--- config.mk ---
export PLATFORM = sky130hd
export DESIGN_NAME = seq_mult
export DESIGN_NICKNAME = d
export VERILOG_FILES = /design/src/rtl/seq_mult.sv
export SDC_FILE = /design/constraint.sdc
export NUM_CORES = 1
export LEC_CHECK = 0
export ABC_AREA = 1
export CAP_MARGIN = 20
export CORE_ASPECT_RATIO = 0.6
export CORE_MARGIN = 2
export CORE_UTILIZATION = 60
export CTS_BUF_LIST = sky130_fd_sc_hd__clkbuf_16
export DETAILED_ROUTE_END_ITERATION = 10
export PLACE_DENSITY = 0.95
export SYNTH_ARGS = -nofsm -noshare
export SYNTH_HDL_FRONTEND = slang
export SYNTH_SLANG_ARGS = --single-unit
--- constraint.sdc ---
create_clock -name clk -period 3.6 [get_ports clk]
set_clock_uncertainty 0.1 [all_clocks]
set_input_delay 0.72 -clock clk [delete_from_list [all_inputs] [get_ports clk]]
set_output_delay 0.72 -clock clk [all_outputs]
set_load 0.01 [all_outputs]
--- src/rtl/seq_mult.sv ---
// Sequential shift-add multiplier: one partial product per clock, exact 2*WIDTH-bit product,
// per-transaction signed/unsigned mode, valid/ready handshake on operand and result sides.
module seq_mult #(
  parameter int unsigned WIDTH = 8
) (
  input  logic               clk,
  input  logic               rst,
  input  logic               in_valid,
  output logic               in_ready,
  input  logic [WIDTH-1:0]   a,
  input  logic [WIDTH-1:0]   b,
  input  logic               signed_mode,
  output logic               out_valid,
  input  logic               out_ready,
  output logic [2*WIDTH-1:0] result,
  output logic               busy
);

  localparam int unsigned CNT_W = $clog2(WIDTH + 1);

  typedef enum logic [1:0] {StIdle, StBusy, StDone} state_e;

  state_e               state_q, state_d;
  logic [CNT_W-1:0]     cnt_q, cnt_d;
  logic [2*WIDTH-1:0]   p_q, p_d;
  logic [2*WIDTH-1:0]   p_step;
  logic [2*WIDTH-1:0]   result_q, result_d;
  logic [WIDTH-1:0]     mag_a_q, mag_a_d;
  logic                 neg_q, neg_d;
  logic [WIDTH-1:0]     mag_a_in, mag_b_in, addend;
  logic [WIDTH:0]       sum;
  logic                 last;

  // Work on magnitudes; the most-negative value still fits as an unsigned magnitude.
  assign mag_a_in = (signed_mode && a[WIDTH-1]) ? ({WIDTH{1'b0}} - a) : a;
  assign mag_b_in = (signed_mode && b[WIDTH-1]) ? ({WIDTH{1'b0}} - b) : b;

  // Add into the upper half with a carry bit, then shift the whole thing right by one.
  assign addend = p_q[0] ? mag_a_q : {WIDTH{1'b0}};
  assign sum    = {1'b0, p_q[2*WIDTH-1:WIDTH]} + {1'b0, addend};
  assign p_step = {sum, p_q[WIDTH-1:1]};
  assign last   = (cnt_q == CNT_W'(WIDTH - 1));

  always_comb begin
    state_d  = state_q;
    cnt_d    = cnt_q;
    p_d      = p_q;
    result_d = result_q;
    mag_a_d  = mag_a_q;
    neg_d    = neg_q;
    unique case (state_q)
      StIdle: begin
        if (in_valid) begin
          mag_a_d = mag_a_in;
          neg_d   = signed_mode & (a[WIDTH-1] ^ b[WIDTH-1]);
          p_d     = {{WIDTH{1'b0}}, mag_b_in};
          cnt_d   = '0;
          state_d = StBusy;
        end
      end
      StBusy: begin
        p_d   = p_step;
        cnt_d = cnt_q + CNT_W'(1);
        if (last) begin
          result_d = neg_q ? ({(2*WIDTH){1'b0}} - p_step) : p_step;
          state_d  = StDone;
        end
      end
      StDone: begin
        if (out_ready) begin
          state_d = StIdle;
        end
      end
      default: state_d = StIdle;
    endcase
  end

  always_ff @(posedge clk or posedge rst) begin
    if (rst) begin
      state_q  <= StIdle;
      cnt_q    <= '0;
      p_q      <= '0;
      result_q <= '0;
      mag_a_q  <= '0;
      neg_q    <= 1'b0;
    end else begin
      state_q  <= state_d;
      cnt_q    <= cnt_d;
      p_q      <= p_d;
      result_q <= result_d;
      mag_a_q  <= mag_a_d;
      neg_q    <= neg_d;
    end
  end

  assign in_ready  = (state_q == StIdle);
  assign busy      = (state_q == StBusy);
  assign out_valid = (state_q == StDone);
  assign result    = result_q;

endmodule

==> out/results.tsv, run 1 <==
metric	value	unit
synth unique cells	37	
crit path time final	2670	ps
required time worst endpoint	3690	ps
clock slew at reported path FFs	70	ps
Routability Congestion	0.973	
share of cells above drive strength 1	9.32	%
Startpoint Class	flip-flop	
top post-synthesis cells by area	dfrtp_1 39%, nand2_1 13%, inv_1 5.8%	
# fillers	317	
Final Cycle Share	74.1	%
Tot Pwr	3340	uW
grt ovf	0	
routed len/inst	15.7	um
routed wire length	7720	um
Final nets	462	
HP Class	flip-flop to flip-flop	
CTS Hold Buffers Added	0	
Die Y	58.7	um
Num CTS Buffers	5	
register area share after synthesis	39.3	%
crit path capture type	flip-flop	
critical path peak fanout	9	
Pwr per Cell Area	925	mW/mm^2
pin count of the biggest net entering global routing	48	
Top Ports	40	
Root Buffer	clkbuf_16	
worst skew pair latency	300	ps
Setup CP Type	flip-flop to flip-flop	
placed cell count	483	
H-tree Lvls	2	
drt drc	0	
IO Port Bufs	39	
via count	2819	
remaining antenna violation count	0	
Starting DRT DRC Count	256	
Worst EP arrival	2750	ps
# setup viols final	0	
CTS tree	yes	
Synth top area share	39.3	%
global-route wire length before repair	13000	um
core area	0.00468	mm^2
RSZ-0062 raised after global routing	no	
Sequential cell area	0.00118	mm^2
Lkg Pwr	0.00179	uW
non-filler instance count after layout	492	
Tot GR Track Use	31.1	%
Post-CTS Setup Inserts	0	
clk buf depth	2	
maxcap violations	0	
fin. max-slew vios	0	
status	complete, no violations	
iteration count of the initial detailed-routing pass	5	
Final HPWL DP	5520	um
peak supply drop	0.000496	V
num rows	19	
DIE AREA	0.00559	mm^2
Synth warnings	0	
Tightest Pin Transition	485	ps
synthesized area	0.00300	mm^2
Multi-input gate area	0.00157	mm^2
Slew HR	67.6	%
diode count	0	
initial antenna violation count	0	
post-synthesis register bit count	47	
Post-Syn Instances	390	
die width	95.2	um
Synth area leader	dfrtp_1	
CTS Sinks	47	
Peak Freq	375	MHz
Setup TNS	0	ps
Initial Util	64.0	%
Syn Nets	424	
Syn-to-layout area delta	20.4	%
post-CTS sizing	0	
vias in the first global route	2718	
Fin. Hold Viols	0	
Avg Cell Area, Syn	7.68	um^2
post-DR vias/cell	5.73	
-- per-stage QoR --
stage	cell area, um^2	hold slack, ps	utilization, %	setup slack, ps
after floorplan	3000	346	-	1240
after global placement	3410	364	72.9	1200
after detailed placement	3410	373	72.9	1090
after CTS	3590	392	76.6	967
after global routing	3610	404	77.0	820
final	3610	389	77.0	932
-- power breakdown --
part | total [uW] | internal [uW] | switching (uW)
Sequential | 995 | 770 | 226
Combinational | 1790 | 685 | 1110
Clock | 548 | 332 | 216
Total | 3340 | 1790 | 1550
-- layout by cell type (no fill, tap or decap), types with 8 or more instances in the layout --
cell             Yosys  routed
dfrtp_1             47      47
o21ai_0             33      33
xor2_1              11      11
nor2_1              30      30
nand2_1            106     106
a21oi_1              8       8
ha_1                12      12
inv_1               46      45
nand3_1             17      17
nand2_2              9       9
clkdlybuf4s50_1      0      39
-- critical path, stage by stage (launching register included) --
cell and delay (ps):
dfrtp_1 480, nand2_1 110, inv_1 60, ha_1 220
fa_1 460, xnor2_2 320, nand2_2 110, nor2_4 140
nand2_2 70, nor2_4 120, nand3_2 90, nand2_1 80
nand2_1 60, nand3_1 70, nand2_1 50
-- layer usage --
layer | routed length, um | global-route usage, %
met1 | 3380 | 43.8
met3 | 789 | 5.89
met2 | 3410 | 49.5
met5 | 0 | 0
met4 | 130 | 9.52
-- synthesized netlist by cell type (all sizes together) --
cell type and count:
a21oi 8, a22o 1, a22oi 5, a31oi 2, buf 7, clkbuf 4
dfrtp 47, fa 1, ha 12, inv 50, mux2i 1, nand2 117
nand3 22, nand3b 1, nand4 3, nor2 37, nor3 4, nor3b 2
nor4 2, o211ai 1, o21ai 38, o221ai 2, o22ai 2, o31ai 3
o41ai 1, xnor2 6, xor2 11
-- kinds of logic after synthesis --
group	Yosys count	share of synthesized area, %
simple gates	188	29.1
compound gates	63	11.9
buf+inv	61	8.44
flops	47	39.3
xor+xnor	17	5.22
fa+ha+maj	13	5.68
mux	1	0.334
-- sequential cells by signal, indices dropped and copies added (netlist names) --
name     count
state_q      2
p_q         16
cnt_q        4
neg_q        1
result      16
mag_a_q      8
-- cell type report --
cell class	instances	share of cell area, %
clock inverters	3	1.32
clock buffers	5	3.47
flip-flops and latches	47	32.6
multi-input cells	282	43.4
well taps	63	2.19
inverters	50	5.20
repair buffers	42	11.8
-- path summary, 6_finish.rpt --
check | startpoint | slack [ps] | end | cells after the start
max | p_q[0] | 930 | result[14] | 14
min | result[8] | 390 | result[8] | 2
max reg2reg | p_q[0] | 930 | result[14] | 14
min reg2reg | result[8] | 390 | result[8] | 2
max in group asynchronous | rst | 2430 | result[5] | 3
min in group asynchronous | rst | 520 | result[7] | 2
No activity file was read; power rests on OpenSTA's default activity.
==> inputs of run 2 (changes only) <==
Settings changed: CORE_UTILIZATION 60 to 55, PLACE_DENSITY 0.95 to 0.9.
Clock period 3.6 ns to 2.6 ns, I/O delays scaled along.
==> out/results.tsv, run 2 (synthesis gave the netlist of run 1 again) <==
metric	value	unit	change
status	complete, no violations		unchanged
Setup CP Type	flip-flop to flip-flop		unchanged
Worst Path Buf+Inv	2		was 1
core area	0.00515	mm^2	was 0.00468 mm^2
initial antenna violation count	0		unchanged
slowest CP cell	fa_1		was dfrtp_1
maxcap violations	0		unchanged
commonest non-fill, non-tap cells in the layout	106 x nand2_1, 47 x dfrtp_1, 45 x inv_1		unchanged
CP top delay family	simple AND/OR/NAND/NOR gates		unchanged
fin. max-slew vios	0		unchanged
Root Buffer	clkbuf_16		unchanged
die width	99.3	um	was 95.2 um
peak supply drop	0.000632	V	was 0.000496 V
Lkg Pwr	0.00177	uW	was 0.00179 uW
CTS tree	yes		unchanged
iteration count of the initial detailed-routing pass	5		unchanged
post-DR vias/cell	5.32		was 5.73
pin count of the biggest net entering global routing	48		unchanged
CTS Hold Buffers Added	0		unchanged
Final HPWL DP	5050	um	was 5520 um
clk buf depth	2		unchanged
worst skew pair latency	290	ps	was 300 ps
worst stage delay on the critical path	470	ps	was 480 ps
critical path peak fanout	8		was 9
routed len/inst	13.6	um	was 15.7 um
vias in the first global route	2495		was 2718
HP Class	flip-flop to flip-flop		unchanged
Worst EP arrival	2490	ps	was 2750 ps
grt ovf	0		unchanged
Initial Util	58.1	%	was 64.0%
remaining antenna violation count	0		unchanged
Slew HR	60.7	%	was 67.6%
Startpoint Class	flip-flop		unchanged
CTS Sinks	47		unchanged
clock slew at reported path FFs	70	ps	about the same
crit path capture type	flip-flop		unchanged
Multi-input gate area	0.00157	mm^2	unchanged
CP dominant cell by count	nand2_1		unchanged
# setup viols final	0		unchanged
Setup TNS	0	ps	unchanged
required time worst endpoint	2690	ps	was 3690 ps
Die Y	61.2	um	was 58.7 um
H-tree Lvls	2		unchanged
global-route wire length before repair	11600	um	was 13000 um
Tot GR Track Use	24.5	%	was 31.1%
Tightest Pin Transition	589	ps	was 485 ps
via count	2639		was 2819
DIE AREA	0.00607	mm^2	was 0.00559 mm^2
Num CTS Buffers	5		unchanged
Peak Freq	416	MHz	was 375 MHz
setup slack after layout	194	ps	was 932 ps
drt drc	0		unchanged
Routability Congestion	0.940		was 0.973
Worst Setup Slack post-DPL	210	ps	was 1090 ps
Pwr per Cell Area	1220	mW/mm^2	was 925 mW/mm^2
Final nets	463		was 462
num rows	20		was 19
RSZ-0062 raised after global routing	no		unchanged
Top Ports	40		unchanged
most common cell after layout, fill and taps aside	nand2_1		unchanged
Sequential cell area	0.00118	mm^2	unchanged
routed wire length	6730	um	was 7720 um
share of cells above drive strength 1	9.07	%	was 9.32%
IO Port Bufs	39		unchanged
crit path time final	2410	ps	was 2670 ps
CP Cell Sequence	buf_4, nand2_1, inv_1, fa_1, xnor2_2, nand2_2, nor2_4, nand2_2, nor2_4, nand3_2, nand2_1, nand2_1, nand3_1, nand2_1		was nand2_1, inv_1, ha_1, fa_1, xnor2_2, nand2_2, nor2_4, nand2_2, nor2_4, nand3_2, nand2_1, nand2_1, nand3_1, nand2_1
# fillers	414		was 317
post-CTS sizing	0		unchanged
Syn-to-layout area delta	19.5	%	was 20.4%
Fin. Hold Viols	0		unchanged
Final Cycle Share	92.5	%	was 74.1%
Post-CTS Setup Inserts	0		unchanged
Starting DRT DRC Count	213		was 256
diode count	0		unchanged
-- run 2: path summary, 6_finish.rpt --
kind	endpoint	slack [ps]	cells past startpoint	from
worst max-delay path	result[14]	190	14	p_q[0]
worst min-delay path	cnt_q[3]	380	1	cnt_q[3]
worst max register to register	result[14]	190	14	p_q[0]
worst min register to register	cnt_q[3]	380	1	cnt_q[3]
max in group asynchronous	mag_a_q[6]	1400	3	rst
min in group asynchronous	result[3]	590	3	rst
-- run 2: area by class of cell --
class | instances | share of cell area [%]
tap | 66 | 2.31
clock inverter | 3 | 0.559
clock buffer | 5 | 3.50
timing repair buffer | 43 | 11.7
multi-input combinational | 282 | 43.8
sequential | 47 | 32.9
inverter | 50 | 5.24
-- run 2: routing by layer --
metal	share of wire, %	routed length, um	GRT usage [%]
met4	0.64	43	5.68
met1	49	3270	35.6
met3	7.4	497	5.22
met2	43	2920	38.6
met5	0	0	0
-- run 2: through the flow --
| step | area (um^2) | std cells | power [uW] | utilization [%] | hold WS (ps) |
|---|---|---|---|---|---|
| floorplan | 3000 | 390 | 3010 | - | 346 |
| global placement | 3430 | 488 | 3600 | 66.6 | 360 |
| detailed placement | 3430 | 488 | 3700 | 66.6 | 369 |
| CTS | 3580 | 496 | 4350 | 69.4 | 378 |
| global route | 3580 | 496 | 4730 | 69.4 | 393 |
| finish | 3580 | 496 | 4360 | 69.4 | 377 |
-- run 2: power breakdown --
group          leakage, uW  internal [uW]  switching [uW]
Combinational      0.00111            955            1440
Sequential        0.000589           1070             268
Clock            0.0000674            355             285
==> inputs of run 3 (changes only) <==
Settings changed: CORE_UTILIZATION 55 to 61, DONT_BUFFER_PORTS from default to 1, PLACE_DENSITY 0.9 to 0.87.
==> out/results.tsv, run 3 (synthesis gave the netlist of run 1 again) <==
metric	value	unit	change
Final HPWL DP	4910	um	was 5050 um
fin. max-slew vios	0		unchanged
num rows	19		was 20
Pwr per Cell Area	1310	mW/mm^2	was 1220 mW/mm^2
CTS Sinks	47		unchanged
Worst EP arrival	2440	ps	was 2490 ps
Net Sw Frac	47.4	%	was 45.6%
remaining antenna violation count	0		unchanged
Tightest Pin Transition	567	ps	was 589 ps
worst skew pair latency	280	ps	was 290 ps
CTS Hold Buffers Added	0		unchanged
Routability Congestion	0.843		was 0.940
global-route wire length before repair	11100	um	was 11600 um
Clk pwr share	14.1	%	was 14.7%
Fin. Hold Viols	0		unchanged
post-DR vias/cell	5.57		was 5.32
Initial Util	64.3	%	was 58.1%
Tot GR Track Use	26.4	%	was 24.5%
Int Pwr	2180	uW	was 2370 uW
Num CTS Buffers	5		unchanged
Syn-to-layout area delta	6.14	%	was 19.5%
combinational fraction of design power	51.3	%	was 54.8%
Root Buffer	clkbuf_16		unchanged
clock slew at reported path FFs	60	ps	was 70 ps
RSZ-0062 raised after global routing	no		unchanged
sequential fraction of design power	34.6	%	was 30.6%
M1 wire length	3180	um	was 3270 um
initial antenna violation count	0		unchanged
Lkg Pwr	0.00162	uW	was 0.00177 uW
Starting DRT DRC Count	355		was 213
routed wire length	6640	um	was 6730 um
routed len/inst	14.7	um	was 13.6 um
R2R cell count	13		was 14
Final Cycle Share	91.2	%	was 92.5%
peak supply drop	0.000494	V	was 0.000632 V
met3 WL post-DR	698	um	was 497 um
maxcap violations	0		unchanged
CTS tree	yes		unchanged
critical path peak fanout	9		was 8
NetSw	1970	uW	was 1990 uW
RR Endpoint	result[15]		was result[14]
vias in the first global route	2405		was 2495
share of cells above drive strength 1	10.3	%	was 9.07%
clk buf depth	2		unchanged
HP Class	input port to asynchronous set/reset pin		was flip-flop to flip-flop
Peak Freq	422	MHz	was 416 MHz
crit path time final	2370	ps	was 2410 ps
Hold WS	163	ps	was 377 ps
FF-to-FF Start	p_q[0]		unchanged
DIE AREA	0.00551	mm^2	was 0.00607 mm^2
via count	2523		was 2639
status	complete, no violations		unchanged
commonest non-fill, non-tap cells in the layout	106 x nand2_1, 46 x inv_1, 46 x dfrtp_1		was 106 x nand2_1, 47 x dfrtp_1, 45 x inv_1
worst reg-to-reg setup slack	230	ps	was 190 ps
top sig layer	met4		unchanged
most common cell after layout, fill and taps aside	nand2_1		unchanged
iteration count of the initial detailed-routing pass	4		was 5
grt ovf	0		unchanged
Die Y	58.3	um	was 61.2 um
Final nets	425		was 463
Startpoint Class	flip-flop		unchanged
H-tree Lvls	2		unchanged
die width	94.5	um	was 99.3 um
# setup viols final	0		unchanged
drt drc	0		unchanged
IO Port Bufs	0		was 39
core area	0.00466	mm^2	was 0.00515 mm^2
DR WL met2	2730	um	was 2920 um
required time worst endpoint	2670	ps	was 2690 ps
Tot Pwr	4150	uW	was 4360 uW
crit path capture type	flip-flop		unchanged
Slew HR	62.2	%	was 60.7%
Setup TNS	0	ps	unchanged
pin count of the biggest net entering global routing	48		unchanged
Setup CP Type	flip-flop to flip-flop		unchanged
diode count	0		unchanged
Top Ports	40		unchanged
==> run 3: changes by cell type in the layout (fill, tap and decap cells not counted) <==
cell / delta
fa_2: +1
clkinv_4: -1
clkinv_1: -1
dfrtp_2: +1
fa_1: -1
buf_4: +1
dfrtp_1: -1
inv_1: +1
clkinvlp_4: -1
clkdlybuf4s50_1: -39
==> run 3: timing repair <==
item	in CTS	in global routing
setup endpoints to repair	0	3
gates resized for setup	0	2
hold endpoints to repair	0	0
setup buffers	0	2
==> run 3: per-layer routing <==
metal / vias to the layer above / track usage, %
li1: 1259 / -
met1: 1153 / 39.5
met2: 104 / 39.5
met3: 7 / 6.63
met4: 0 / 4.97
met5: - / 0
==> run 3: worst max path at each step <==
stage	to	depth (start not counted)	start	slack, ps
after floorplan	result[14]	15	p_q[0]	240
after global placement	result[14]	14	p_q[0]	210
after detailed placement	result[14]	14	p_q[0]	90
after CTS	result[14]	14	p_q[0]	40
after global routing	result[14]	14	p_q[0]	50
final	result[15]	13	p_q[0]	230
==> run 3: critical path, stage by stage, from the launching register on <==
cell and delay, ps:
dfrtp_2 450, nand2_1 70, inv_1 40, ha_1 230, fa_2 390, xnor2_2 200
buf_4 160, nand3_2 80, nor2_4 120, nand3_2 100, nand2_2 80, nand3_1 80
nand3_1 100, nand2_1 50
==> run 3: final cells by class <==
type | instances | area (um^2)
inverters | 50 | 188
clock buffers | 5 | 125
multi-input cells | 282 | 1570
well taps | 63 | 78.8
flip-flops and latches | 47 | 1180
clock inverters | 1 | 3.75
repair buffers | 5 | 37.5
fillers | 380 | 1480
==> run 3: stage by stage <==
step	area (um^2)	std cells	utilization [%]	worst slack [ps]
finish	3180	453	68.2	230
global route	3180	453	68.2	47.8
CTS	3160	451	67.8	42.3
detailed placement	3030	445	65.1	94.2
global placement	3030	445	65.1	205
floorplan	3000	390	-	235
==> run 3: power groups by stage <==
stage               Clock (uW)  Sequential (uW)  Combinational, uW
finish                     585             1440               2130
global route               624             1490               2370
CTS                        591             1420               2040
detailed placement           0             1430               2000
global placement             0             1410               1930
floorplan                    0             1300               1710
